[src/rtl/gru_mac_smq.sv]
// -----------------------------------------------------------------------------
// gru_mac_smq -- sequential sign-magnitude fixed-point multiply-accumulate
//
// Forms the dot product of a frame of (x, w) pairs and emits one 16-bit
// sign-magnitude pre-activation per frame for the gate adder / bias-add stage.
// Word format: bit 15 = sign, bits 14:0 = magnitude with FRAC fractional bits.
//
// Two-stage datapath:
//   stage 1  multiply the magnitudes, rescale, saturate to 15 bits and register
//            the product as ACC_W-bit two's complement with its last flag
//   stage 2  add the product to the accumulator (clamped to the symmetric
//            ACC_W range); on the frame's last product convert to sign-magnitude
//
// Ports:
//   clk        clock, all state on the rising edge
//   rst        asynchronous reset, active low
//   in_valid   input pair valid
//   in_ready   stage can accept a pair (ACC state only)
//   in_x       sign-magnitude operand
//   in_w       sign-magnitude weight
//   in_last    marks the final pair of the frame (used only on a transfer)
//   out_valid  result valid (held until out_ready)
//   out_ready  downstream accepts the result
//   out_sum    sign-magnitude dot product, stable while out_valid=1
//   out_ovf    saturation occurred anywhere in this frame
// -----------------------------------------------------------------------------
module gru_mac_smq #(
  parameter int FRAC  = 8,
  parameter int ACC_W = 24
) (
  input  logic        clk,
  input  logic        rst,
  input  logic        in_valid,
  output logic        in_ready,
  input  logic [15:0] in_x,
  input  logic [15:0] in_w,
  input  logic        in_last,
  output logic        out_valid,
  input  logic        out_ready,
  output logic [15:0] out_sum,
  output logic        out_ovf
);

  typedef enum logic [1:0] {
    S_ACC   = 2'd0,
    S_FLUSH = 2'd1,
    S_HOLD  = 2'd2
  } state_t;

  // Symmetric accumulator bounds, held one bit wider than the accumulator so
  // the raw sum can be compared against them without wrapping.
  localparam logic signed [ACC_W:0] ACC_MAX = {2'b00, {(ACC_W-1){1'b1}}};
  localparam logic signed [ACC_W:0] ACC_MIN = -ACC_MAX;

  state_t state, state_nxt;

  logic                    accept;
  logic                    p_valid;
  logic                    p_last;
  logic signed [ACC_W-1:0] p_val;
  logic signed [ACC_W-1:0] acc;
  logic                    first;
  logic                    ovf;

  // ---------------------------------------------------------------------------
  // Stage 1: magnitude multiply, rescale, 15-bit saturation, sign attach
  // ---------------------------------------------------------------------------
  logic [29:0]             prod_full;
  logic [29:0]             prod_shr;
  logic                    mul_ovf;
  logic [14:0]             mul_mag;
  logic                    mul_neg;
  logic signed [ACC_W-1:0] p_next;

  assign prod_full = 30'(in_x[14:0]) * 30'(in_w[14:0]);
  assign prod_shr  = prod_full >> FRAC;
  assign mul_ovf   = |prod_shr[29:15];
  assign mul_mag   = mul_ovf ? 15'h7FFF : prod_shr[14:0];
  // A zero magnitude is always positive, so -0 operands behave as zero.
  assign mul_neg   = (in_x[15] ^ in_w[15]) && (mul_mag != 15'd0);
  assign p_next    = mul_neg ? -$signed(ACC_W'(mul_mag)) : $signed(ACC_W'(mul_mag));

  // ---------------------------------------------------------------------------
  // Stage 2: accumulate with clamp, then sign-magnitude conversion
  // ---------------------------------------------------------------------------
  logic signed [ACC_W:0]   acc_sum;
  logic                    acc_ovf;
  logic signed [ACC_W-1:0] acc_new;
  logic [ACC_W-1:0]        acc_abs;
  logic                    s16_ovf;
  logic [15:0]             s16;

  // The first product of a frame starts from zero rather than from acc.
  assign acc_sum = (first ? '0 : (ACC_W+1)'(acc)) + (ACC_W+1)'(p_val);
  assign acc_ovf = (acc_sum > ACC_MAX) || (acc_sum < ACC_MIN);
  assign acc_new = (acc_sum > ACC_MAX) ? ACC_W'(ACC_MAX) :
                   (acc_sum < ACC_MIN) ? ACC_W'(ACC_MIN) :
                                         ACC_W'(acc_sum);
  // acc_new never reaches -2^(ACC_W-1), so its negation always fits.
  assign acc_abs = acc_new[ACC_W-1] ? ACC_W'(-acc_new) : ACC_W'(acc_new);
  assign s16_ovf = |acc_abs[ACC_W-1:15];
  assign s16     = {acc_new[ACC_W-1], s16_ovf ? 15'h7FFF : acc_abs[14:0]};

  // ---------------------------------------------------------------------------
  // Control FSM
  // ---------------------------------------------------------------------------
  assign accept = in_valid && in_ready;

  // NOTE: every output of this block gets a default first, so no path leaves
  // a signal unassigned and no latch is inferred.
  always_comb begin
    state_nxt = state;
    in_ready  = 1'b0;
    out_valid = 1'b0;
    unique case (state)
      S_ACC: begin
        in_ready = rst;
        if (accept && in_last) state_nxt = S_FLUSH;
      end
      S_FLUSH: begin
        if (p_valid && p_last) state_nxt = S_HOLD;
      end
      S_HOLD: begin
        out_valid = 1'b1;
        if (out_ready) state_nxt = S_ACC;
      end
      default: state_nxt = S_ACC;
    endcase
  end

  // NOTE: state is updated with non-blocking assignments so every register
  // samples the pre-edge values of the others, whatever the statement order.
  always_ff @(posedge clk or negedge rst) begin
    if (!rst) begin
      state   <= S_ACC;
      p_valid <= 1'b0;
      p_last  <= 1'b0;
      p_val   <= '0;
      acc     <= '0;
      first   <= 1'b1;
      ovf     <= 1'b0;
      out_sum <= 16'h0000;
      out_ovf <= 1'b0;
    end else begin
      state   <= state_nxt;
      p_valid <= accept;
      if (accept) begin
        p_val  <= p_next;
        p_last <= in_last;
      end

      if (state == S_HOLD && out_ready) begin
        // Result consumed: open a fresh frame.
        acc   <= '0;
        first <= 1'b1;
        ovf   <= 1'b0;
      end else begin
        ovf <= ovf | (accept && mul_ovf) | (p_valid && acc_ovf);
        if (p_valid) begin
          acc   <= acc_new;
          first <= 1'b0;
          if (p_last) begin
            out_sum <= s16;
            out_ovf <= ovf | acc_ovf | s16_ovf;
          end
        end
      end
    end
  end

endmodule

[config.mk]
export PLATFORM = sky130hd
export DESIGN_NAME = gru_mac_smq
export DESIGN_NICKNAME = d
export VERILOG_FILES = /design/src/rtl/gru_mac_smq.sv
export SDC_FILE = /design/constraint.sdc
export NUM_CORES = 1
export LEC_CHECK = 0
export CELL_PAD_IN_SITES_DETAIL_PLACEMENT = 1
export CELL_PAD_IN_SITES_GLOBAL_PLACEMENT = 2
export CORE_MARGIN = 2
export CORE_UTILIZATION = 36
export DETAILED_ROUTE_END_ITERATION = 7
export HOLD_SLACK_MARGIN = 0.08
export PLACE_DENSITY_LB_ADDON = 0.3
export SLEW_MARGIN = 25
export SYNTH_ARGS = -nofsm -noshare
export SYNTH_HDL_FRONTEND = slang
export SYNTH_SLANG_ARGS = --single-unit
[constraint.sdc]
create_clock -name clk -period 6.1 [get_ports clk]
set_input_delay 1.22 -clock clk [delete_from_list [all_inputs] [get_ports clk]]
set_output_delay 1.22 -clock clk [all_outputs]
set_load 0.02 [all_outputs]
==> results.md <==
* FP Rows at 70
* Clock tree buffer depth at 2
* Area delta synth->final at 28.1%
* Register area at 1760 um2
* Number of synthesized flops with an enable pin at 0
* Failing checks: negative setup slack
* Final HPWL DP at 36.5 mm
* Clock transition at path regs at 60 ps
* Setup ws final at -1890 ps
* Final Critical Period at around 8000 ps
* GRT Util Overall at 24.1%
* Post-synthesis sequential area ratio at 13.0%
* Crit path DAT at roughly 8200 ps
* Critical Path Sink Type: flip-flop
* I/O pin cnt at 56
* Worst Skew at 7.35 ps
* Die H at 197 um
* Setup crit start kind: input port
* TNS Setup at -40170 ps
* Worst slew margin at 29.0%
* Most frequent CP cell: fa_1
* Area of the multi-input gates at 11300 um2
* Via count at 12207
* Synth Net Count at 1908
* Final hold vios at 0
* Max_cap viols at 0
* Worst Path Buf+Inv at 6
* GRT overflow at 0
* Mapped Cells at between 1500 and 2000
* Period utilization at 131%
* Syn. warnings at 0
* Remaining antenna violation count after routing at 0
* Largest net degree at the start of global routing at 49
* RSZ-0062 raised after global routing: true
* H-tree depth at 3
* Setup CP Type: input port to flip-flop
* Clk_lat worst skew at 360 ps
* Worst-margin pin slew at 1060 ps
* Vias per inst at 5.31
* First-pass GRT wire length at roughly 74 mm
* Area of the mapped netlist at 13400 um2
* DR WL/cell at a little under 20 um
* Core ar. at 36700 um2
* Drt total wl at 45.5 mm
* Max Slew Vio Count at 0
* First drt pass iteration count at 5
* Worst Hold Class: flip-flop to flip-flop
* Fillcell total at between 4000 and 5000
* Initial core utilization at 36.6%
* Hold-fix buffers, CTS at 0
* Seq cells post-synth at 70
* # nets final at 2150
* Share of post-route cells with drive strength above 1 at 26.8%
* Vias in the first global route at approximately 13000
* Max FO, Critical Path at 5
* Share of flip-flops with an asynchronous set or reset at 100%
* Full die area at 38900 um2
* DIE WIDTH at 197 um
* Synth unique cells at 98
* Slowest CP cell: fa_1
* CP delay by family, top: adder cells
* DR DRC count at 0
* CTS Sinks at 70
* Mean Syn Cell Area at 8.48 um2
* CTS tree: yes
* Antenna Cells at 0
* Critical Path Max Stage Delay at 520 ps
* Input/output buffers at 55
* CTS Root Cell: clkbuf_16
* Critical Path RT at 6340 ps
* DR iter-0 viols at 482
* Routability cong. at 0.883
* Max Fclk at 125 MHz
* Status: complete, but fails checks
* Final setup vio count at 24
* Num CTS Buffers at 9
* Ys flop type: dfrtp_1
* Initial antenna violation count at 0
## stage by stage
stage	std cells	util (%)	setup slack, ps	hold slack [ps]	cell area (um2)
floorplan	1586	-	-2060	446	13800
global placement	2237	43.5	-2720	463	15900
detailed placement	2237	43.5	-2920	476	15900
CTS	2288	45.7	-2110	489	16800
global route	2301	46.9	-2170	510	17200
finish	2301	46.9	-1890	481	17200
## area by class of cell
class	instances	share of cell area (%)
multi-input cells	1247	65.7
clock inverters	6	0.356
well taps	468	3.40
inverters	201	4.38
clock buffers	10	1.39
repair buffers	299	14.6
flip-flops and latches	70	10.2
## cell usage after synthesis, drive strengths merged, types with 11 or more instances
library cell / number / area [um2]
fa: 167 / 3340
o21a: 18 / 135
or3: 13 / 82.6
nor2b: 28 / 175
dfrtp: 69 / 1730
o211ai: 15 / 113
and3: 14 / 95.1
nand2b: 15 / 93.8
a21o: 26 / 198
xnor2: 18 / 158
ha: 118 / 1480
inv: 200 / 751
a211oi: 22 / 170
nand3: 16 / 80.1
a31oi: 16 / 106
a21boi: 11 / 86.3
nor4: 11 / 105
nor2: 94 / 358
o21ai: 64 / 332
nand2: 158 / 593
clkbuf: 58 / 259
nor3: 24 / 125
and2: 166 / 1040
xor2: 13 / 114
a21oi: 100 / 568
## layer usage
metal | GRT usage (%) | up-vias | wire (um)
met1 | 31.9 | 6243 | 20800
met2 | 43.3 | 139 | 23100
met3 | 1.67 | 45 | 766
met5 | 0 | - | 0
met4 | 4.93 | 0 | 743
li1 | - | 5780 | -
## sequential cells by signal (all words and copies together) (netlist names)
signal	cells
ovf	1
out_sum	16
p_last	1
out_ovf	1
acc	24
state	2
p_val	23
first	1
p_valid	1
## path summary, 6_finish.rpt
| check | from | endpoint | slack [ps] | cells after the start |
|---|---|---|---|---|
| setup reg to reg | first | out_sum[10] | 280 | 24 |
| setup / recovery | in_x[13] | p_val[22] | -1890 | 28 |
| hold / removal | p_last | p_last | 480 | 2 |
| min in group asynchronous | rst | acc[20] | 780 | 1 |
| hold reg to reg | p_last | p_last | 480 | 2 |
| max in group asynchronous | rst | acc[10] | 4320 | 2 |
## what timing repair did
item | CTS | global route
pin swaps | 76 | 108
resized for setup | 146 | 134
setup endpoints to repair | 24 | 40
cloned | 2 | 1
buffers inserted | 33 | 17
## cell usage in the layout (no fill, tap or decap), types with 19 or more instances in the layout
cell and n:
fa_1 154, nor2b_1 27, o21ai_1 20, buf_6 29
and2_4 30, a21o_1 24, nor3_1 19, buf_4 211
nor2_1 87, nand2_1 141, clkdlybuf4s50_1 24, ha_1 100
a21oi_1 76, and2_1 134, o21ai_0 37, a21oi_2 21
inv_2 22, inv_1 178, dfrtp_1 69
## cell families (layout without fill, tap and decap cells)
kind of cell / Yosys count / count (layout) / synth area share, %
XOR/XNOR: 31 / 31 / 2.02
AND/OR/NAND/NOR: 578 / 578 / 22.7
multiplexers: 10 / 10 / 0.754
flip-flops: 70 / 70 / 13.0
adder cells (fa/ha/maj): 290 / 290 / 36.2
buffers and inverters: 269 / 516 / 8.17
AO/OA/AOI/OAI: 338 / 338 / 17.0
## worst register-to-register path, stage by stage, from the launching register on
cell       delay (ps)
dfstp_4           680
buf_4             180
buf_4             130
nor2b_1            40
ha_2              310
o211ai_1          150
o211ai_1          210
and2_4            230
or4_4             480
and3_4            200
or4_4             570
nor4_4            190
o21ai_2           100
nand2_2           120
nor2_1            110
ha_1              210
and2_1            170
and4_4            220
or3b_4            390
o31ai_4           250
mux2i_2           130
nor4_4            250
buf_4             180
clkbuf_16         170
a21oi_2            60
Power is left out: the tool's default activity adds up to more than one toggle a clock period on the data nets, which glitch-free logic cannot reach.
